**config.mk**
```make
export PLATFORM = sky130hd
export DESIGN_NAME = pattern_trigger_sequencer
export DESIGN_NICKNAME = d
export VERILOG_FILES = /design/src/rtl/pattern_seq_pkg.sv /design/src/rtl/seq_byte_timer.sv /design/src/rtl/pattern_trigger_sequencer.sv
export SDC_FILE = /design/constraint.sdc
export NUM_CORES = 1
export LEC_CHECK = 0
export CAP_MARGIN = 20
export CORE_MARGIN = 5
export CORE_UTILIZATION = 30
export DETAILED_ROUTE_END_ITERATION = 8
export GPL_TIMING_DRIVEN = 1
export PLACE_DENSITY = 0.49
export RECOVER_POWER = 100
export SYNTH_ARGS = -nofsm -noshare
export SYNTH_HDL_FRONTEND = slang
export SYNTH_HIERARCHICAL = 1
export SYNTH_SLANG_ARGS = --single-unit
```
**constraint.sdc**
```tcl
create_clock -name fe_clk -period 5.8 [get_ports fe_clk]
set_input_delay 1.16 -clock fe_clk [delete_from_list [all_inputs] [get_ports fe_clk]]
set_output_delay 1.16 -clock fe_clk [all_outputs]
set_load 0.005 [all_outputs]
```
**src/rtl/pattern_seq_pkg.sv**
```systemverilog
// Shared definitions for the multi-stage pattern trigger sequencer.
// State codes double as the O_state status register encoding.
package pattern_seq_pkg;

    typedef enum logic [2:0] {
        ST_IDLE   = 3'd0,
        ST_CLEAR  = 3'd1,
        ST_SETTLE = 3'd2,
        ST_WAIT   = 3'd3,
        ST_FIRE   = 3'd4,
        ST_DONE   = 3'd5
    } seq_state_e;

    // Zero stages still means one; never walk past the last register bank.
    function automatic logic [7:0] clamp_stages(
        input logic [7:0] n,
        input logic [7:0] max_n
    );
        logic [7:0] r;
        r = n;
        if (n == 8'd0) begin
            r = 8'd1;
        end else if (n > max_n) begin
            r = max_n;
        end
        return r;
    endfunction

endpackage

```
**src/rtl/seq_byte_timer.sv**
```systemverilog
// Saturating valid-byte counter with a loadable limit.
// expired_o flags the byte that brings the count up to the limit.
module seq_byte_timer #(
    parameter int W = 16
) (
    input  logic         clk_i,
    input  logic         rst_n_i,
    input  logic         clr_i,
    input  logic         load_i,
    input  logic [W-1:0] limit_i,
    input  logic         inc_i,
    output logic         expired_o
);

    logic [W-1:0] count_q;
    logic [W-1:0] limit_q;
    logic [W:0]   next_cnt;

    assign next_cnt  = {1'b0, count_q} + {{W{1'b0}}, 1'b1};
    assign expired_o = inc_i
                     & (limit_q != '0)
                     & (next_cnt >= {1'b0, limit_q});

    always_ff @(posedge clk_i) begin
        if (!rst_n_i) begin
            count_q <= '0;
            limit_q <= '0;
        end else begin
            if (load_i) begin
                limit_q <= limit_i;
            end
            if (clr_i) begin
                count_q <= '0;
            end else if (inc_i && (count_q != '1)) begin
                count_q <= next_cnt[W-1:0];
            end
        end
    end

endmodule

```
**src/rtl/pattern_trigger_sequencer.sv**
```systemverilog
// Chains the USB pattern matcher through several pattern/mask stages,
// flushing and re-arming between stages, and fires one trigger at the end.
module pattern_trigger_sequencer
    import pattern_seq_pkg::*;
#(
    parameter int pSTAGES       = 4,
    parameter int pTIMEOUT_BITS = 16,
    parameter int pSETTLE       = 4,
    localparam int SW = (pSTAGES > 1) ? $clog2(pSTAGES) : 1
) (
    input  logic                     fe_clk,
    input  logic                     reset_n_i,
    input  logic                     I_arm,
    input  logic [7:0]               I_num_stages,
    input  logic [pTIMEOUT_BITS-1:0] I_stage_timeout,
    input  logic                     I_fe_data_valid,
    input  logic                     I_capturing,
    input  logic                     I_match,
    output logic [SW-1:0]            O_stage,
    output logic                     O_matcher_arm,
    output logic                     O_matcher_clear,
    output logic                     O_trigger,
    output logic                     O_busy,
    output logic                     O_timeout,
    output logic [2:0]               O_state
);

    localparam int STW = (pSETTLE > 1) ? $clog2(pSETTLE) : 1;
    localparam logic [STW-1:0] SETTLE_LAST = STW'(pSETTLE - 1);
    localparam logic [7:0] MAX_STAGES = 8'(pSTAGES);

    seq_state_e     state_q, state_d;
    logic [SW-1:0]  stage_q, stage_d;
    logic [SW-1:0]  last_q, last_d;
    logic [STW-1:0] settle_q, settle_d;
    logic           tflag_q, tflag_d;
    logic           arm_r_q, cap_r_q;
    logic           arm_q, clr_q, trig_q, busy_q;

    logic arm_rise, cap_fall;
    logic tmr_clr, tmr_load, tmr_inc, tmr_expired;

    assign arm_rise = I_arm & ~arm_r_q;
    assign cap_fall = cap_r_q & ~I_capturing;

    assign tmr_load = (state_q == ST_IDLE) & arm_rise;
    assign tmr_clr  = (state_q == ST_CLEAR);
    assign tmr_inc  = (state_q == ST_WAIT)
                    & I_fe_data_valid
                    & (stage_q != '0);

    seq_byte_timer #(
        .W(pTIMEOUT_BITS)
    ) u_timer (
        .clk_i    (fe_clk),
        .rst_n_i  (reset_n_i),
        .clr_i    (tmr_clr),
        .load_i   (tmr_load),
        .limit_i  (I_stage_timeout),
        .inc_i    (tmr_inc),
        .expired_o(tmr_expired)
    );

    always_comb begin
        state_d  = state_q;
        stage_d  = stage_q;
        last_d   = last_q;
        settle_d = settle_q;
        tflag_d  = tflag_q;
        // Dropping arm beats every other event, wherever we are.
        if ((state_q != ST_IDLE) && !I_arm) begin
            state_d = ST_IDLE;
            stage_d = '0;
        end else begin
            unique case (state_q)
                ST_IDLE: begin
                    if (arm_rise) begin
                        state_d = ST_CLEAR;
                        stage_d = '0;
                        tflag_d = 1'b0;
                        last_d  = SW'(clamp_stages(I_num_stages,
                                                   MAX_STAGES) - 8'd1);
                    end
                end
                ST_CLEAR: begin
                    settle_d = '0;
                    state_d  = ST_SETTLE;
                end
                ST_SETTLE: begin
                    if (cap_fall && (stage_q != '0)) begin
                        stage_d = '0;
                        state_d = ST_CLEAR;
                    end else if (settle_q == SETTLE_LAST) begin
                        state_d = ST_WAIT;
                    end else begin
                        settle_d = settle_q + STW'(1);
                    end
                end
                ST_WAIT: begin
                    if (I_match) begin
                        if (stage_q == last_q) begin
                            state_d = ST_FIRE;
                        end else begin
                            stage_d = stage_q + SW'(1);
                            state_d = ST_CLEAR;
                        end
                    end else if (tmr_expired) begin
                        stage_d = '0;
                        tflag_d = 1'b1;
                        state_d = ST_CLEAR;
                    end else if (cap_fall && (stage_q != '0)) begin
                        stage_d = '0;
                        state_d = ST_CLEAR;
                    end
                end
                ST_FIRE: begin
                    state_d = ST_DONE;
                end
                ST_DONE: begin
                    state_d = ST_DONE;
                end
                default: begin
                    state_d = ST_IDLE;
                    stage_d = '0;
                end
            endcase
        end
    end

    always_ff @(posedge fe_clk) begin
        if (!reset_n_i) begin
            state_q  <= ST_IDLE;
            stage_q  <= '0;
            last_q   <= '0;
            settle_q <= '0;
            tflag_q  <= 1'b0;
            arm_r_q  <= 1'b0;
            cap_r_q  <= 1'b0;
            arm_q    <= 1'b0;
            clr_q    <= 1'b0;
            trig_q   <= 1'b0;
            busy_q   <= 1'b0;
        end else begin
            state_q  <= state_d;
            stage_q  <= stage_d;
            last_q   <= last_d;
            settle_q <= settle_d;
            tflag_q  <= tflag_d;
            arm_r_q  <= I_arm;
            cap_r_q  <= I_capturing;
            arm_q    <= (state_d == ST_WAIT);
            clr_q    <= (state_d == ST_CLEAR);
            trig_q   <= (state_d == ST_FIRE);
            busy_q   <= (state_d != ST_IDLE) && (state_d != ST_DONE);
        end
    end

    assign O_stage         = stage_q;
    assign O_state         = state_q;
    assign O_timeout       = tflag_q;
    assign O_matcher_arm   = arm_q;
    assign O_matcher_clear = clr_q;
    assign O_trigger       = trig_q;
    assign O_busy          = busy_q;

endmodule

```
==> flow_metrics.env, run 1 <==
export IMPL_p_clk_share_pct=36.4
export IMPL_die_w_um=109.6
export IMPL_layout_drive_gt1_share_pct=5.450
export IMPL_seq_area_um2=960.9
export IMPL_drc=0
export IMPL_netlist_instances=334
export IMPL_antenna_found_initial=0
export IMPL_worstPathArrival_ns=3.96
export IMPL_clk_pin_slew_worst_paths_ns=0.09
export IMPL_start_kind="flop"
export IMPL_synth_edf_count=0
export IMPL_synthFlopType="dfxtp_1"
export IMPL_area_growth_pct=17.00
export IMPL_dp_hpwl_mm=5.234
export IMPL_grt_pass1_vias=2414
export IMPL_path_max_fanout=10
export IMPL_place_congestion=0.7648
export IMPL_final_setup_viol_count=0
export IMPL_hold_viol=0
export IMPL_via_per_inst=4.798
export IMPL_fillers=1052
export IMPL_multi_input_area_um2=1739
export IMPL_most_common_layout_cells="48 x dfxtp_1, 27 x clkdlybuf4s50_1, 24 x inv_1"
export IMPL_cts_setup_buffers=0
export IMPL_synth_xor_area_share_pct=6.773
export IMPL_cts_root_buf="clkbuf_8"
export IMPL_grt_pass1_wl_mm=12.01
export IMPL_powerDensity_nw_per_um2=203.5
export IMPL_gr_usage_all_layers_pct=12.50
export IMPL_diodes=0
export IMPL_die_area_um2=12000
export IMPL_dpl_cell_area_um2=3415
export IMPL_switchingPower_uw=173.7
export IMPL_cts_tree="done"
export IMPL_seqPwrFrac_pct=50.0
export IMPL_ys_ff_latch=48
export IMPL_power_uw=708.1
export IMPL_tightest_slew_ns=2.576
export IMPL_nets=415
export IMPL_reg2reg_slack_ns=2.04
export IMPL_clk_latency_ns=0.30
export IMPL_dr_total_vias=2399
export IMPL_clock_sinks=48
export IMPL_yosysWarnings=6
export IMPL_avgSynthCellArea_um2=8.904
export IMPL_row_count=36
export IMPL_rsz0062_at_grt="false"
export IMPL_setup_tns_ns=0
export IMPL_synth_top_family_by_area="simple AND/OR/NAND/NOR gates"
export IMPL_cts_buffers=5
export IMPL_fmaxAchievable_mhz=266.0
export IMPL_ys_seq_area_share_pct=32.31
export IMPL_ant_nets=0
export IMPL_crit_type="reg -> reg"
export IMPL_fin_crit_sh_pct=64.83
export IMPL_ctsHoldBuffers=0
export IMPL_muxShareOfSynthArea_pct=5.721
export IMPL_clockBufferDepth=2
export IMPL_drt_iter0_drc=130
export IMPL_finalMaxSlewViolations=19
export IMPL_yosysUniqueCellTypes=62
export IMPL_grt_overflow_total=0
export IMPL_ioPinCount=40
export IMPL_port_buffers=39
export IMPL_fin_worst_skew_ns=0.004896
export IMPL_slew_limit_headroom_pct=-74.01
export IMPL_grt_max_degree=29
export IMPL_synth_nets=383
export IMPL_initial_utilization_pct=30.57
export IMPL_async_flop_share_pct=0
export IMPL_min_period_ns=3.760
export IMPL_cts_resized=0
export IMPL_ir_drop_v=0.00008299
export IMPL_cap_violations=1
export IMPL_netlist_area_um2=2974
export IMPL_worstPathRequired_ns=6.00
export IMPL_die_h_um=109.6
export IMPL_fin_area_um2=3480
export IMPL_sw_frac_of_total_pct=24.53
export IMPL_status="finished, violations left"
export IMPL_internal_power_uw=534.4
export IMPL_dr_pass1_iters=4
export IMPL_endpoint_kind="flop"
export IMPL_core_area_um2=9729
export IMPL_combPwrFrac_pct=13.7
export IMPL_final_common_cell="dfxtp_1"
export IMPL_routed_wl_mm=6.866
export IMPL_hold_path_class="reg -> reg"
export IMPL_routedWlPerCell_um=13.73
export IMPL_htree_num_levels=2
export IMPL_violations="capacitance limit, slew limit"
export IMPL_synth_compound_area_share_pct=13.50
export IMPL_synth_simple_area_share_pct=26.13
export IMPL_yosys_area_share_adder_pct=7.993
export IMPL_leakagePower_uw=0.001305
[power groups by stage]
stage / sequential [uW] / clock (uW) / combinational, uW
finish: 354 / 257 / 96.8
global route: 356 / 285 / 109
CTS: 355 / 269 / 100
detailed placement: 362 / 0 / 100
global placement: 362 / 0 / 99.8
floorplan: 355 / 0 / 67.0
[cell families after synthesis]
kind of cell,count (synthesis)
AOI/OAI and AO/OA,59
xor gates and xnor gates,23
adders and majority gates,19
buffers and inverters,41
DFF,48
muxes,17
and+or+nand+nor,127
[through the flow]
step                util, %  instances  setup WS [ns]  hold WS (ns)
CTS                   36.34        500          2.281        0.5128
global placement      35.10        492          2.150        0.4828
global route          35.76        500          1.576        0.5494
floorplan                 -        334          2.729        0.4714
detailed placement    35.10        492          2.189        0.5000
finish                35.76        500          2.040        0.5099
[sequential cells by signal, summed over array words and instances (netlist names), 2 cells and up]
name             count
u_timer/limit_q     16
settle_q             2
last_q               2
u_timer/count_q     16
O_state              3
O_stage              2
[cell type report]
| type | instances | area share, % |
|---|---|---|
| Clock buffer | 6 | 2.373 |
| Clock inverter | 2 | 1.115 |
| Inverter | 25 | 2.697 |
| Multi-Input combinational cell | 245 | 49.98 |
| Sequential cell | 48 | 27.62 |
| Tap cell | 133 | 4.782 |
| Timing Repair Buffer | 41 | 11.43 |
[worst max-delay path, cell delays in order (launching register included)]
cell and delay [ns]:
dfxtp_1 0.41, ha_1 0.23, nand3_1 0.24, or2_0 0.48
nor3_1 0.36, xor2_1 0.12, ha_1 0.31, nand3_1 0.10
nor3_1 0.29, a41oi_1 0.16, a41oi_1 0.33, o21ai_0 0.16
a31oi_1 0.22, nor3_1 0.07, and2_0 0.16
[per-layer routing]
metal / wire length [um] / global-route usage [%] / vias up
met5: 0 / 0 / -
met2: 2849 / 17.87 / 56
li1: - / - / 1246
met1: 3607 / 18.36 / 1091
met4: 90 / 3.740 / 0
met3: 319 / 3.053 / 6
[cells in the mapped netlist (2+ instances only)]
| cell type | count | area share, % |
|---|---|---|
| a211oi_1 | 3 | 0.76 |
| a21oi_1 | 16 | 2.7 |
| a31oi_1 | 7 | 1.5 |
| a41oi_1 | 3 | 0.88 |
| and2_1 | 3 | 0.63 |
| and3_1 | 3 | 0.63 |
| and4_1 | 2 | 0.59 |
| buf_2 | 3 | 0.50 |
| buf_6 | 7 | 2.7 |
| clkbuf_1 | 3 | 0.38 |
| dfxtp_1 | 48 | 32 |
| ha_1 | 19 | 8.0 |
| inv_1 | 24 | 3.0 |
| mux2i_1 | 17 | 5.7 |
| nand2_1 | 17 | 2.1 |
| nand2b_1 | 4 | 0.84 |
| nand3_1 | 10 | 1.7 |
| nand4_1 | 5 | 1.1 |
| nand4b_1 | 2 | 0.59 |
| nor2_1 | 22 | 2.8 |
| nor2b_1 | 18 | 3.8 |
| nor3_1 | 11 | 1.9 |
| nor3b_1 | 6 | 1.5 |
| nor4_1 | 4 | 0.84 |
| o21a_1 | 2 | 0.50 |
| o21ai_0 | 10 | 1.7 |
| o21bai_1 | 2 | 0.50 |
| o22ai_1 | 2 | 0.42 |
| o31ai_1 | 2 | 0.50 |
| o32ai_1 | 2 | 0.59 |
| or2_2 | 2 | 0.42 |
| or3_2 | 4 | 1.0 |
| xnor2_1 | 16 | 4.7 |
| xor2_1 | 7 | 2.1 |
[path summary, 6_finish.rpt]
path | startpoint | endpoint | cells after the start
setup / recovery | u_timer/count_q[0] | O_matcher_arm | 14
hold / removal | settle_q[1] | settle_q[1] | 2
setup reg to reg | u_timer/count_q[0] | O_matcher_arm | 14
hold reg to reg | settle_q[1] | settle_q[1] | 2
(Power assumes the default switching activity.)
==> inputs of run 2 (changes only) <==
==> constraint.sdc (replaced) <==
create_clock -name fe_clk -period 3.66 [get_ports fe_clk]
set_input_delay 0.732 -clock fe_clk [delete_from_list [all_inputs] [get_ports fe_clk]]
set_output_delay 0.732 -clock fe_clk [all_outputs]
set_load 0.005 [all_outputs]
==> flow_metrics.env, run 2 (synthesis gave the netlist of run 1 again) <==
export IMPL_status="finished clean"
export IMPL_drc=0
export IMPL_tightest_slew_ns=1.410
export IMPL_most_common_layout_cells="48 x dfxtp_1, 28 x clkdlybuf4s50_1, 24 x inv_1"
export IMPL_diodes=0
export IMPL_place_congestion=0.8268
export IMPL_path_max_fanout=10
export IMPL_nets=418
export IMPL_die_area_um2=12000
export IMPL_leakagePower_uw=0.001294
export IMPL_setup_slack_ns=0.3381
export IMPL_worstRegToRegCells=14
export IMPL_startpoint="u_timer/count_q[0]"
export IMPL_grt_overflow_total=0
export IMPL_clock_sinks=48
export IMPL_via_per_inst=4.912
export IMPL_start_kind="flop"
export IMPL_switchingPower_uw=267.5
export IMPL_min_from="settle_q[1]"
export IMPL_port_buffers=39
export IMPL_sw_frac_of_total_pct=26.16
export IMPL_gr_usage_all_layers_pct=12.09
export IMPL_seqPwrFrac_pct=54.7
export IMPL_r2r_end="O_stage[0]"
export IMPL_ir_drop_v=0.0001271
export IMPL_finalMaxSlewViolations=0
export IMPL_powerDensity_nw_per_um2=293.5
export IMPL_cap_violations=0
export IMPL_dr_total_vias=2466
export IMPL_endpoint_kind="flop"
export IMPL_fin_crit_sh_pct=90.76
export IMPL_hold_depth=2
export IMPL_hold_viol=0
export IMPL_die_w_um=109.6
export IMPL_final_setup_viol_count=0
export IMPL_fmaxAchievable_mhz=301.0
export IMPL_row_count=36
export IMPL_combPwrFrac_pct=15.5
export IMPL_initial_utilization_pct=30.57
export IMPL_worstHoldEndpoint="settle_q[1]"
export IMPL_area_growth_pct=17.12
export IMPL_internal_power_uw=755.1
export IMPL_cts_root_buf="clkbuf_8"
export IMPL_worstPathArrival_ns=3.51
export IMPL_routedWlPerCell_um=13.66
export IMPL_r2r_start="u_timer/count_q[0]"
export IMPL_p_clk_share_pct=29.8
export IMPL_dp_hpwl_mm=5.121
export IMPL_reg2reg_slack_ns=0.34
export IMPL_layout_drive_gt1_share_pct=6.775
export IMPL_grt_pass1_wl_mm=11.47
export IMPL_rsz0062_at_grt="false"
export IMPL_ioPinCount=40
export IMPL_htree_num_levels=2
export IMPL_clk_latency_ns=0.30
export IMPL_clockBufferDepth=2
export IMPL_fin_worst_skew_ns=0.003264
export IMPL_worstPathRequired_ns=3.85
export IMPL_slew_limit_headroom_pct=4.946
export IMPL_clk_pin_slew_worst_paths_ns=0.08
export IMPL_ant_nets=0
export IMPL_hold_path_class="reg -> reg"
export IMPL_cts_resized=0
export IMPL_routed_wl_mm=6.855
export IMPL_cts_buffers=5
export IMPL_core_area_um2=9729
export IMPL_setup_tns_ns=0
export IMPL_min_period_ns=3.322
export IMPL_cts_tree="done"
export IMPL_die_h_um=109.6
export IMPL_grt_max_degree=22
export IMPL_ctsHoldBuffers=0
export IMPL_grt_pass1_vias=2371
export IMPL_pre_cts_ws_ns=0.1296
export IMPL_dr_pass1_iters=4
export IMPL_antenna_found_initial=0
export IMPL_cts_setup_buffers=0
export IMPL_crit_type="reg -> reg"
export IMPL_final_common_cell="dfxtp_1"
export IMPL_drt_iter0_drc=142
==> run 2: changes by cell type in the layout (fill, tap and decap cells not counted), sizes merged <==
| cell | before | now |
|---|---|---|
| clkdlybuf4s50 | 27 | 28 |
| clkbuf | 8 | 10 |
| bufinv | 1 | 0 |
| buf | 0 | 1 |
| dlygate4sd3 | 12 | 11 |
==> run 2: worst max-delay path by stage <==
| stage | end | slack [ns] | cells after the start |
|---|---|---|---|
| after floorplan | O_stage[0] | 0.59 | 15 |
| after CTS | O_stage[0] | 0.09 | 14 |
| after detailed placement | O_stage[0] | 0.13 | 14 |
| after global placement | O_matcher_arm | 0.23 | 14 |
| final | O_stage[0] | 0.34 | 14 |
| after global routing | O_stage[1] | 0.07 | 14 |
==> run 2: through the flow <==
step | std cells | hold WS, ns | util (%) | area (um^2) | power, uW
2_1_floorplan | 334 | 0.4714 | - | 2974 | 669.4
3_3_place_gp | 495 | 0.4871 | 35.33 | 3437 | 734.4
3_5_place_dp | 495 | 0.5009 | 35.33 | 3437 | 733.3
4_1_cts | 502 | 0.5158 | 36.12 | 3515 | 1042
5_1_grt | 502 | 0.5401 | 35.80 | 3483 | 1079
6_report | 502 | 0.5071 | 35.80 | 3483 | 1023
==> run 2: area by class of cell <==
class	count	area [um^2]
clock inverter	1	5.005
fill	1055	6246
inverter	25	93.84
sequential	48	960.9
timing repair buffer	44	412.9
clock buffer	6	72.57
multi-input combinational	245	1772
tap	133	166.4
==> run 2: layer usage <==
| layer | track usage [%] | vias up | wire (um) |
|---|---|---|---|
| met5 | 0 | - | 0 |
| met4 | 3.740 | 0 | 111 |
| met3 | 2.819 | 14 | 402 |
| met2 | 17.48 | 75 | 2810 |
| met1 | 17.65 | 1123 | 3531 |
| li1 | - | 1254 | - |
==> run 2: power by group through the flow <==
stage / registers, uW / logic (uW) / clock network [uW]
final: 559 / 159 / 305
after global routing: 563 / 178 / 338
after floorplan: 563 / 106 / 0
after global placement: 572 / 162 / 0
after CTS: 560 / 162 / 319
after detailed placement: 572 / 161 / 0
==> run 2: critical path, cell delays in order (launching register included) <==
cell and delay (ns):
dfxtp_1 0.41, ha_1 0.24, nand3_2 0.18, or2_4 0.35, nor3_2 0.21, xor2_1 0.11, ha_1 0.31, nand3_1 0.10
nor3_2 0.25, a41oi_1 0.17, a41oi_2 0.29, o21a_1 0.14, o32ai_1 0.08, a41oi_1 0.27, a21oi_1 0.10
==> inputs of run 3 (changes only) <==
--- a/config.mk
+++ b/config.mk
@@ -10,7 +10,7 @@
 export CORE_UTILIZATION = 30
 export DETAILED_ROUTE_END_ITERATION = 8
 export GPL_TIMING_DRIVEN = 1
-export PLACE_DENSITY = 0.49
+export PLACE_DENSITY = 0.51
 export RECOVER_POWER = 100
 export SYNTH_ARGS = -nofsm -noshare
 export SYNTH_HDL_FRONTEND = slang
==> flow_metrics.env, run 3 (synthesis gave the netlist of run 1 again) <==
export IMPL_layout_drive_gt1_share_pct=6.452
export IMPL_crit_chain="ha_1 -> nand3_2 -> or2_1 -> nor3_2 -> xor2_1 -> ha_1 -> nand3_1 -> nor3_2 -> a41oi_1 -> a41oi_2 -> o21a_1 -> o32ai_1 -> a41oi_1 -> o21ai_0"
export IMPL_endpoint_kind="flop"
export IMPL_routed_wl_mm=6.732
export IMPL_hold_ws_ns=0.5162
export IMPL_die_area_um2=12000
export IMPL_dr_total_vias=2440
export IMPL_fmaxAchievable_mhz=300.7
export IMPL_initial_utilization_pct=30.57
export IMPL_htree_num_levels=2
export IMPL_ant_nets=0
export IMPL_final_common_cell="dfxtp_1"
export IMPL_clockBufferDepth=2
export IMPL_fin_worst_skew_ns=0.009060
export IMPL_crit_type="reg -> reg"
export IMPL_min_period_ns=3.326
export IMPL_die_h_um=109.6
export IMPL_most_common_layout_cells="48 x dfxtp_1, 28 x clkdlybuf4s50_1, 24 x inv_1"
export IMPL_leakagePower_uw=0.001298
export IMPL_clk_latency_ns=0.29
export IMPL_worstPathArrival_ns=3.51
export IMPL_routedWlPerCell_um=13.33
export IMPL_cpPeakStageDelay_ns=0.41
export IMPL_port_buffers=39
export IMPL_placedCellCount=497
export IMPL_die_w_um=109.6
export IMPL_cp_depth=14
export IMPL_drt_iter0_drc=108
export IMPL_fin_crit_sh_pct=90.87
export IMPL_finalMaxSlewViolations=0
export IMPL_cts_buffers=5
export IMPL_grt_max_degree=22
export IMPL_crit_buf_inv=0
export IMPL_worstPathRequired_ns=3.84
export IMPL_antenna_found_initial=0
export IMPL_via_per_inst=4.832
export IMPL_hold_viol=0
export IMPL_start_kind="flop"
export IMPL_drc=0
export IMPL_fin_area_um2=3501
export IMPL_cts_tree="done"
export IMPL_status="finished, violations left"
export IMPL_clock_sinks=48
export IMPL_gr_usage_all_layers_pct=11.62
export IMPL_cap_violations=1
export IMPL_powerDensity_nw_per_um2=298.3
export IMPL_slew_limit_headroom_pct=1.800
export IMPL_dr_pass1_iters=4
export IMPL_stdcell_count=505
export IMPL_worstRegToRegCells=14
export IMPL_rsz0062_at_grt="false"
export IMPL_grt_pass1_wl_mm=11.12
export IMPL_dpl_cell_area_um2=3452
export IMPL_hold_depth=2
export IMPL_violations="capacitance limit"
export IMPL_final_core_util_pct=35.98
export IMPL_core_area_um2=9729
export IMPL_tightest_slew_ns=1.457
export IMPL_cts_root_buf="clkbuf_8"
export IMPL_cpMaxStageDelayCell="dfxtp_1"
export IMPL_setup_tns_ns=0
export IMPL_ir_drop_v=0.0001395
export IMPL_nets=420
export IMPL_cp_top_family="simple AND/OR/NAND/NOR gates"
export IMPL_area_growth_pct=17.71
export IMPL_row_count=36
export IMPL_place_congestion=0.7546
export IMPL_grt_overflow_total=0
export IMPL_ctsHoldBuffers=0
export IMPL_grt_pass1_vias=2281
export IMPL_dp_hpwl_mm=5.184
export IMPL_ioPinCount=40
export IMPL_path_max_fanout=10
export IMPL_diodes=0
export IMPL_clk_pin_slew_worst_paths_ns=0.09
export IMPL_final_setup_viol_count=0
export IMPL_hold_path_class="reg -> reg"
run 3: changes by cell type in the layout (fill, tap and decap cells not counted):
cell | before | now
and2_0 | 1 | 2
clkbuf_1 | 5 | 8
clkbuf_8 | 5 | 6
or2_4 | 1 | 0
clkinv_2 | 1 | 0
and2_1 | 2 | 1
or2_1 | 0 | 1
run 3: layout make-up:
class                      count  area, um^2
tap                          133       166.4
multi-input combinational    245        1769
timing repair buffer          46       420.4
clock buffer                   8       90.09
inverter                      25       93.84
sequential                    48       960.9
fill                        1074        6228
run 3: worst reg2reg max path: stages (launching register included):
cell and delay [ns]:
dfxtp_1 0.41, ha_1 0.25, nand3_2 0.09, or2_1 0.38, nor3_2 0.24, xor2_1 0.10, ha_1 0.30, nand3_1 0.11
nor3_2 0.27, a41oi_1 0.18, a41oi_2 0.28, o21a_1 0.14, o32ai_1 0.08, a41oi_1 0.28, o21ai_0 0.12
run 3: path summary, 6_finish.rpt:
path	from	end	slack (ns)
worst min register to register	O_timeout	O_timeout	0.52
worst max-delay path	u_timer/count_q[0]	O_stage[1]	0.33
worst min-delay path	O_timeout	O_timeout	0.52
worst max register to register	u_timer/count_q[0]	O_stage[1]	0.33
run 3: metrics by stage:
| step | worst slack [ns] | power (uW) |
|---|---|---|
| finish | 0.3341 | 1044 |
| CTS | 0.2219 | 1068 |
| floorplan | 0.5886 | 669.4 |
| global route | 0.01042 | 1100 |
| global placement | 0.4299 | 734.6 |
| detailed placement | 0.2302 | 735.4 |
run 3: routing by layer:
metal	routed length [um]	GRT usage (%)
met1	3455	16.57
met2	2884	17.83
met3	330	2.408
met4	62	2.939
met5	0	0
run 3: where the power goes:
| part | internal (uW) | switching [uW] |
|---|---|---|
| combinational | 83.7 | 74.6 |
| sequential | 540 | 18.6 |
| clock | 155 | 173 |
| total | 779 | 266 |
run 3: what timing repair did:
action	4_1_cts	5_1_grt
endpoints found under the hold margin	0	0
setup buffers	0	0
endpoints found under the setup margin	0	3
gates resized for setup	0	2
